===== config.mk =====
export PLATFORM = sky130hd
export DESIGN_NAME = sine_fetch_scheduler
export DESIGN_NICKNAME = d
export VERILOG_FILES = /design/src/rtl/sine_fetch_scheduler_pkg.sv /design/src/rtl/sine_fetch_scheduler_rate_divider.sv /design/src/rtl/sine_fetch_scheduler.sv
export SDC_FILE = /design/constraint.sdc
export NUM_CORES = 1
export LEC_CHECK = 0
export ABC_CLOCK_PERIOD_IN_PS = 5300
export CORE_MARGIN = 2
export CORE_UTILIZATION = 45
export DETAILED_ROUTE_END_ITERATION = 16
export PLACE_DENSITY_LB_ADDON = 0.15
export SYNTH_ARGS = -nofsm -noshare
export SYNTH_HDL_FRONTEND = slang
export SYNTH_HIERARCHICAL = 1
export SYNTH_SLANG_ARGS = --single-unit

===== constraint.sdc =====
create_clock -name clk -period 5.3 [get_ports clk]
set_clock_uncertainty 0.05 [all_clocks]
set_input_delay 1.06 -clock clk [delete_from_list [all_inputs] [get_ports clk]]
set_output_delay 1.06 -clock clk [all_outputs]
set_load 0.05 [all_outputs]

===== src/rtl/sine_fetch_scheduler_pkg.sv =====
`default_nettype none
// ============================================================================
// Package  : sine_fetch_scheduler_pkg
// Brief    : Shared widths, FSM encodings and arbitration helper for the
//            two-channel sine ROM fetch scheduler.
// Revision : 1.0 - initial release
// ============================================================================
package sine_fetch_scheduler_pkg;

   localparam int c_def_addr_w  = 8;
   localparam int c_def_data_w  = 32;
   localparam int c_def_phase_w = 16;
   localparam int c_def_div_w   = 16;

   typedef logic [1:0] state_t;

   localparam state_t c_st_idle  = 2'd0;
   localparam state_t c_st_read  = 2'd1;
   localparam state_t c_st_latch = 2'd2;
   localparam state_t c_st_send  = 2'd3;

   localparam logic c_ch_a = 1'b0;
   localparam logic c_ch_b = 1'b1;

   // Round-robin pick: on a tie the channel that did not win last time goes.
   function automatic logic pick_grant(input logic pend_a, input logic pend_b,
                                       input logic last_grant);
      if (pend_a && pend_b)
         return ~last_grant;
      return pend_b ? c_ch_b : c_ch_a;
   endfunction

endpackage
`default_nettype wire


===== src/rtl/sine_fetch_scheduler_rate_divider.sv =====
`default_nettype none
// ============================================================================
// Module   : sine_fetch_scheduler_rate_divider
// Brief    : Sample-period divider; pulses expire once every div clocks.
// Revision : 1.0 - initial release
// ============================================================================
module sine_fetch_scheduler_rate_divider
   import sine_fetch_scheduler_pkg::*;
#(
   parameter int DIV_W = c_def_div_w
) (
   input  logic             clk,
   input  logic             RST_n,
   input  logic             en,
   input  logic [DIV_W-1:0] div,
   output logic             expire
);

   logic [DIV_W-1:0] r_cnt;
   logic             w_run;

   // Counts elapsed clocks upward; clearing to 0 is the same as reloading a
   // down-counter with div-1, and >= copes with div shrinking mid-period.
   assign w_run  = en && (div != '0);
   assign expire = w_run && (r_cnt >= (div - DIV_W'(1)));

   always_ff @(posedge clk or negedge RST_n) begin
      if (!RST_n)
         r_cnt <= '0;
      else if (!w_run || expire)
         r_cnt <= '0;
      else
         r_cnt <= r_cnt + DIV_W'(1);
   end

endmodule
`default_nettype wire


===== src/rtl/sine_fetch_scheduler.sv =====
`default_nettype none
// ============================================================================
// Module   : sine_fetch_scheduler
// Brief    : Round-robin fetch of sine ROM words for channels A/B, handed to
//            the serializer with a one-clock tick.
// Revision : 1.0 - initial release
// ============================================================================
module sine_fetch_scheduler
   import sine_fetch_scheduler_pkg::*;
#(
   parameter int ADDR_W  = c_def_addr_w,
   parameter int DATA_W  = c_def_data_w,
   parameter int PHASE_W = c_def_phase_w,
   parameter int DIV_W   = c_def_div_w
) (
   input  logic               clk,
   input  logic               RST_n,
   input  logic               en,
   input  logic [DIV_W-1:0]   div_a,
   input  logic [DIV_W-1:0]   div_b,
   input  logic [PHASE_W-1:0] inc_a,
   input  logic [PHASE_W-1:0] inc_b,
   output logic [ADDR_W-1:0]  rom_addr,
   input  logic [DATA_W-1:0]  rom_data,
   output logic [DATA_W-1:0]  ser_data,
   output logic               ser_tick,
   input  logic               ser_busy,
   output logic               ch_sel,
   output logic [1:0]         overrun
);

   state_t             r_state, w_state_next;
   logic [PHASE_W-1:0] r_phase_a, r_phase_b, w_phase_g;
   logic               r_pend_a, r_pend_b, r_last, r_ch, r_tick;
   logic [ADDR_W-1:0]  r_addr;
   logic [DATA_W-1:0]  r_data;
   logic [1:0]         r_overrun;
   logic               w_exp_a, w_exp_b;
   logic               w_grant, w_grant_ch, w_take_a, w_take_b;
   logic               w_tick_next, w_latch;

   sine_fetch_scheduler_rate_divider #(.DIV_W(DIV_W)) u_div_a (
      .clk(clk), .RST_n(RST_n), .en(en), .div(div_a), .expire(w_exp_a)
   );

   sine_fetch_scheduler_rate_divider #(.DIV_W(DIV_W)) u_div_b (
      .clk(clk), .RST_n(RST_n), .en(en), .div(div_b), .expire(w_exp_b)
   );

   always_ff @(posedge clk or negedge RST_n) begin
      if (!RST_n)
         r_state <= c_st_idle;
      else
         r_state <= w_state_next;
   end

   always_comb begin
      w_state_next = r_state;
      case (r_state)
         c_st_idle:  if (w_grant) w_state_next = c_st_read;
         c_st_read:  w_state_next = c_st_latch;
         c_st_latch: w_state_next = c_st_send;
         c_st_send:  if (r_tick) w_state_next = c_st_idle;
         default:    w_state_next = c_st_idle;
      endcase
   end

   // The tick is registered so it lines up with ser_data in the SEND cycle;
   // while parked in SEND it fires one clock after busy is seen low.
   always_comb begin
      w_grant     = (r_state == c_st_idle) && en && (r_pend_a || r_pend_b);
      w_grant_ch  = pick_grant(r_pend_a, r_pend_b, r_last);
      w_take_a    = w_grant && (w_grant_ch == c_ch_a);
      w_take_b    = w_grant && (w_grant_ch == c_ch_b);
      w_phase_g   = (w_grant_ch == c_ch_b) ? r_phase_b : r_phase_a;
      w_latch     = (r_state == c_st_latch);
      w_tick_next = !ser_busy &&
                    ((r_state == c_st_latch) || ((r_state == c_st_send) && !r_tick));
   end

   always_ff @(posedge clk or negedge RST_n) begin
      if (!RST_n) begin
         r_phase_a <= '0;
         r_phase_b <= '0;
         r_pend_a  <= 1'b0;
         r_pend_b  <= 1'b0;
         r_last    <= c_ch_b;
         r_ch      <= 1'b0;
         r_addr    <= '0;
         r_data    <= '0;
         r_tick    <= 1'b0;
         r_overrun <= '0;
      end else begin
         r_tick <= w_tick_next;
         if (w_latch)
            r_data <= rom_data;
         if (w_grant) begin
            r_addr <= w_phase_g[PHASE_W-1 -: ADDR_W];
            r_ch   <= w_grant_ch;
            r_last <= w_grant_ch;
         end
         if (w_take_a)
            r_phase_a <= r_phase_a + inc_a;
         if (w_take_b)
            r_phase_b <= r_phase_b + inc_b;
         // A fresh expiry in the channel's own grant cycle re-arms it instead of counting as lost.
         r_pend_a     <= en && (w_take_a ? w_exp_a : (r_pend_a || w_exp_a));
         r_pend_b     <= en && (w_take_b ? w_exp_b : (r_pend_b || w_exp_b));
         r_overrun[0] <= r_overrun[0] || (w_exp_a && r_pend_a && !w_take_a);
         r_overrun[1] <= r_overrun[1] || (w_exp_b && r_pend_b && !w_take_b);
      end
   end

   assign rom_addr = r_addr;
   assign ser_data = r_data;
   assign ser_tick = r_tick;
   assign ch_sel   = r_ch;
   assign overrun  = r_overrun;

endmodule
`default_nettype wire


==> flow_summary.toml, run 1 <==
[finish]
multi_input_area_um2 = 4462
final_common_cell = "clkdlybuf4s50_1"
area_growth_pct = 30.05
fillers = 1412
nNetsFinal = 1093
num_antenna_cells = 0
final_cell_mix = "142 x clkdlybuf4s50_1, 112 x dfrtp_1, 91 x nand2_1"
instances_no_fill = 1154
regArea_um2 = 2829
drive_gt1_share_pct = 10.60

[clock_tree]
clkLatencyLatePin_ns = 0.41
htree_levels = 4
cts_tree = "built"
clockBufferDepth = 2
cts.repair.resized = 0
post-cts-setup-buffers = 0
path_clk_slew_ns = 0.06
holdBufCountCts = 0
cts-root-buf = "clkbuf_16"
cts_buffers = 17
numClockSinks = 113

[power_and_ir_drop]
total_power_w = 0.003705
power_density_nw_per_um2 = 381.4
max-vdd-ir-drop_v = 0.0003558
p_leak_nw = 4.236

[grt]
grt_pass1_wl_um = 28920
met3_usage_pct = 5.287
use_met1_pct = 27.17
grt.busiest_layer = "met2"
track_usage_pct = 20.23
antenna_found_initial = 0
grt_pass1_vias = 5986
overflow = 0
grt_max_degree = 48
use_met2_pct = 32.76

[synthesis]
async_flop_share_pct = 100.0
synthFlopType = "dfrtp_1"
synth_seq_area_share_pct = 37.87
synth_edf_count = 0
synthTopCellsByArea = "dfrtp_1 38%, ha_1 12%, xnor2_1 4.9%, mux2_2 4.8%, nand2_1 4.6%"
ys_seq_elements = 113
synthesis.nets = 947
synth_area_leader_cell = "dfrtp_1"
synth_cell_types = 75
yosysWarningCount = 6
syn-cell-area_um2 = 7471
synthCells = 775
synth.avg_cell_area_um2 = 9.640
synth_top_cell_area_share_pct = 37.51

[timing]
hold_violations = 0
tns_ns = 0
hold_slack_ns = 0.4172
setup_viol = 0
period_share_pct = 81.46
rsz0062_at_grt = "false"
final-max-slew-violation-count = 0
relSlewSlack_pct = 19.30
max_freq_mhz = 231.6
worst_slew_pin_slew_ns = 1.205
period_minus_slack_ns = 4.317
setup_ws_ns = 0.9826

[setup_path]
critPathTopFamily = "simple AND/OR/NAND/NOR gates"
start_kind = "input port"
critPathMaxFanout = 5
critical_path_class = "in -> reg"
cp-end-kind = "register"
critPathArrivalTime_ns = 4.61
crit_path_top_delay_cell = "or4b_2"
cp_common_cell = "nor3_1"
required_ns = 5.60
worst-path-buf-inv = 1
critPathMaxStageDelay_ns = 0.65
crit_chain = "clkdlybuf4s50_1, nor3_1, or3b_2, nor3_1, nand2_1, xor2_1, ha_1, nand4_1, nor2_1, or4b_2, nand3_1, and2_2, a21oi_1, nor2b_1"

[route]
first_iter_violations = 301
drc_errors = 0
drt-wirelength-per-cell_um = 14.80
vias = 6026
firstDrtPassIters = 5
totalWireLength_um = 17080
avgViaCountPerCell = 5.222
ant_nets = 0

[die]
die_area_um2 = 17650
row_count = 47
die_x_um = 132.9
start_util_pct = 45.53
die_y_um = 132.9
coreArea_um2 = 16410
ioPinCount = 144

[outcome]
status = "finished, final reports clean"

[placement]
port-buffer-count = 143
place_congestion = 0.8089
hpwl_um = 12770
dp_cells = 1122
pre_cts_ws_ns = 0.5642

[worst_hold_path]
holdCritPathClass = "reg -> reg"

[run]
maxCapViolations = 0
[worst reg2reg max path, delay by kind of cell (launching register included)]
family	cells	cell delay [ns]
fa+ha+maj	2	0.67
flops	1	0.37
xor+xnor	1	0.15
simple gates	1	0.13
compound gates	4	1.03
[area by class of cell]
type / count / area share, %
sequential: 113 / 29.12
tap: 220 / 2.833
timing repair buffer: 148 / 15.09
clock inverter: 15 / 1.880
multi-input combinational: 621 / 45.92
clock buffer: 17 / 4.379
inverter: 20 / 0.7727
[routing by layer]
layer	part of all wire, %	wire length [µm]
met1	48	8155
met2	47	7981
met4	1.2	201
met3	4.3	737
met5	0	0
[synthesized netlist by cell type (all sizes together) (3+ instances only)]
library cell,instances
o21bai,5
ha,70
o22ai,3
nand2,91
clkbuf,14
buf,7
a21o,17
inv,20
o21ai,49
a211o,3
dfrtp,112
nor4,7
nand3,20
and2,4
nand4,18
a31o,4
mux2i,9
mux2,33
nor2,70
xor2,32
a31oi,5
and3,12
and4,3
o31ai,4
a211oi,12
nand2b,6
nor3b,3
a2111oi,4
nor2b,8
o211ai,4
o21a,4
a21oi,30
xnor2,42
nor3,20
[logic make-up after synthesis]
group                      after synthesis  synth area share, %
AOI/OAI and AO/OA                      162                14.42
xor gates and xnor gates                74                8.675
adders and majority gates               72                12.26
buffers and inverters                   41                2.412
DFF                                    113                37.87
muxes                                   42                6.180
and+or+nand+nor                        271                18.19
[worst paths after layout]
kind                              startpoint          endpoint  slack (ns)  cells past startpoint
worst min-delay path                  r_last            r_last        0.42                      2
min in group asynchronous              RST_n  u_div_b/r_cnt[5]        0.54                      1
worst max register to register  r_phase_a[0]     r_phase_a[14]        2.77                      8
max in group asynchronous              RST_n      r_phase_b[0]        3.70                      2
worst max-delay path                div_b[2]          r_pend_b        0.98                     14
worst min register to register        r_last            r_last        0.42                      2
[registers in the layout, summed over array words and instances (netlist names), 2 cells and up]
signal,flops
rom_addr,8
u_div_b/r_cnt,16
r_phase_b,16
u_div_a/r_cnt,16
r_phase_a,16
r_state,2
ser_data,32
overrun,2
[through the flow]
stage	area, µm²	utilization [%]
2_1_floorplan	7471	-
3_3_place_gp	9107	55.51
3_5_place_dp	9107	55.51
4_1_cts	9716	59.22
5_1_grt	9716	59.22
6_report	9716	59.22
[power breakdown]
| part | switching (W) | internal, W |
|---|---|---|
| logic | 0.000839 | 0.000568 |
| registers | 0.0000918 | 0.00103 |
| clock network | 0.000433 | 0.000743 |
| total | 0.00136 | 0.00234 |
(Power assumes the default switching activity.)
==> inputs of run 2 (changes only) <==
ABC_CLOCK_PERIOD_IN_PS = 4270   (was 5300)
clock period = 4.27 ns   (was 5.3 ns; I/O delays follow)
==> flow_summary.toml, run 2 (synthesized netlist as in run 1, its figures left out) <==
[outcome]
status = "finished, final reports clean"

[timing]
hold_slack_ns = 0.4195
worst_slew_pin_slew_ns = 1.179
max_freq_mhz = 253.5
final-max-slew-violation-count = 0
relSlewSlack_pct = 21.03
setup_ws_ns = 0.3255
setup_viol = 0
period_minus_slack_ns = 3.945
rsz0062_at_grt = "false"
period_share_pct = 92.38
hold_violations = 0

[route]
drc_errors = 0
met1_length_um = 8164
first_iter_violations = 352
totalWireLength_um = 17210
wl_met3_um = 714
firstDrtPassIters = 4
avgViaCountPerCell = 5.273
dr.max_layer_used = "met4"
vias = 6169
dr_wl_met2_um = 7947
drt-wirelength-per-cell_um = 14.71
ant_nets = 0

[finish]
nNetsFinal = 1109
final_common_cell = "clkdlybuf4s50_1"
fillers = 1441
num_antenna_cells = 0
regArea_um2 = 2829
drive_gt1_share_pct = 12.11
final_cell_area_um2 = 9838
instances_no_fill = 1170
largest_reg_flops = 32
final_cell_mix = "142 x clkdlybuf4s50_1, 112 x dfrtp_1, 91 x nand2_1"
multi_input_area_um2 = 4462
area_growth_pct = 31.69

[placement]
place_congestion = 0.8344
placed_area_um2 = 9240
dp_cells = 1138
port-buffer-count = 143
hpwl_um = 12990
pre_cts_ws_ns = -0.1132

[power_and_ir_drop]
p_comb_share_pct = 38.3
swShare_pct = 37.44
p_sw_w = 0.001715
max-vdd-ir-drop_v = 0.0005137
clkPwrFrac_pct = 31.3
p_seq_share_pct = 30.4
total_power_w = 0.004581
internal-power_w = 0.002866
power_density_nw_per_um2 = 465.6
p_leak_nw = 4.314

[die]
die_x_um = 132.9
start_util_pct = 45.53
die_y_um = 132.9
row_count = 47
die_area_um2 = 17650
ioPinCount = 144
coreArea_um2 = 16410

[grt]
grt_pass1_vias = 6140
grt_max_degree = 60
track_usage_pct = 20.45
overflow = 0
antenna_found_initial = 0
grt_pass1_wl_um = 29260

[clock_tree]
cts-root-buf = "clkbuf_16"
cts_tree = "built"
post-cts-setup-buffers = 0
path_clk_slew_ns = 0.06
cts.repair.resized = 0
clockBufferDepth = 2
clkLatencyLatePin_ns = 0.42
numClockSinks = 113
cts_buffers = 17
htree_levels = 4
holdBufCountCts = 0

[setup_path]
critPathMaxFanout = 3
start_kind = "input port"
required_ns = 4.57
critPathArrivalTime_ns = 4.24
cp-end-kind = "register"
critical_path_class = "in -> reg"

[worst_hold_path]
holdCritPathClass = "reg -> reg"

[run]
maxCapViolations = 0
-- run 2: cell types whose count changed in the layout (fill, tap and decap cells not counted), sizes merged --
cell	previous run	this run
bufinv	3	2
buf	6	22
clkinv	4	2
clkinvlp	4	3
inv	24	28
-- run 2: worst paths after layout --
path                              start          endpoint  slack, ns  depth (start not counted)
min in group asynchronous         RST_n  u_div_b/r_cnt[4]       0.44                          1
min                              r_last            r_last       0.42                          2
max in group asynchronous         RST_n            r_last       2.91                          2
max                            div_b[2]          r_pend_b       0.33                         14
min reg2reg                      r_last            r_last       0.42                          2
max reg2reg                r_phase_a[0]     r_phase_a[14]       1.65                          8
-- run 2: layer usage --
layer,GRT usage (%),vias up
met5,0,-
met4,7.706,0
met1,27.13,2898
met3,4.176,25
met2,33.07,124
li1,-,3122
-- run 2: power by group through the flow --
stage	registers (W)	clock network, W	logic, W
floorplan	0.00198	0	0.000589
global placement	0.00140	0	0.00175
detailed placement	0.00141	0	0.00176
CTS	0.00139	0.00146	0.00177
global route	0.00142	0.00152	0.00187
finish	0.00139	0.00143	0.00176
-- run 2: area by class of cell --
cell class                      count  area share [%]
Multi-Input combinational cell    621           45.35
Inverter                           20          0.7631
Timing Repair Buffer              164           16.25
Clock inverter                     15           1.755
Clock buffer                       17           4.324
Tap cell                          220           2.798
Sequential cell                   113           28.75
-- run 2: worst max-delay path, cell delays in order --
cell and delay, ns:
clkdlybuf4s50_1 0.44, nor3_1 0.25, or3b_2 0.51, nor3_1 0.27
nand2_1 0.10, xor2_1 0.17, ha_1 0.31, nand4_1 0.13
nor2_1 0.15, or4b_2 0.65, nand3_1 0.11, and2_2 0.15
a21oi_1 0.04, nor2b_1 0.11
-- run 2: through the flow --
step,util [%],setup TNS (ns)
after floorplan,-,0
after global placement,56.32,-0.1551
after detailed placement,56.32,-1.426
after CTS,59.96,0
after global routing,59.96,0
final,59.96,0
==> inputs of run 3 (changes only) <==
SKIP_LAST_GASP = 1   (was unset)
==> results of run 3 <==
The final DEF is identical to that of run 2; final timing and power are the same.
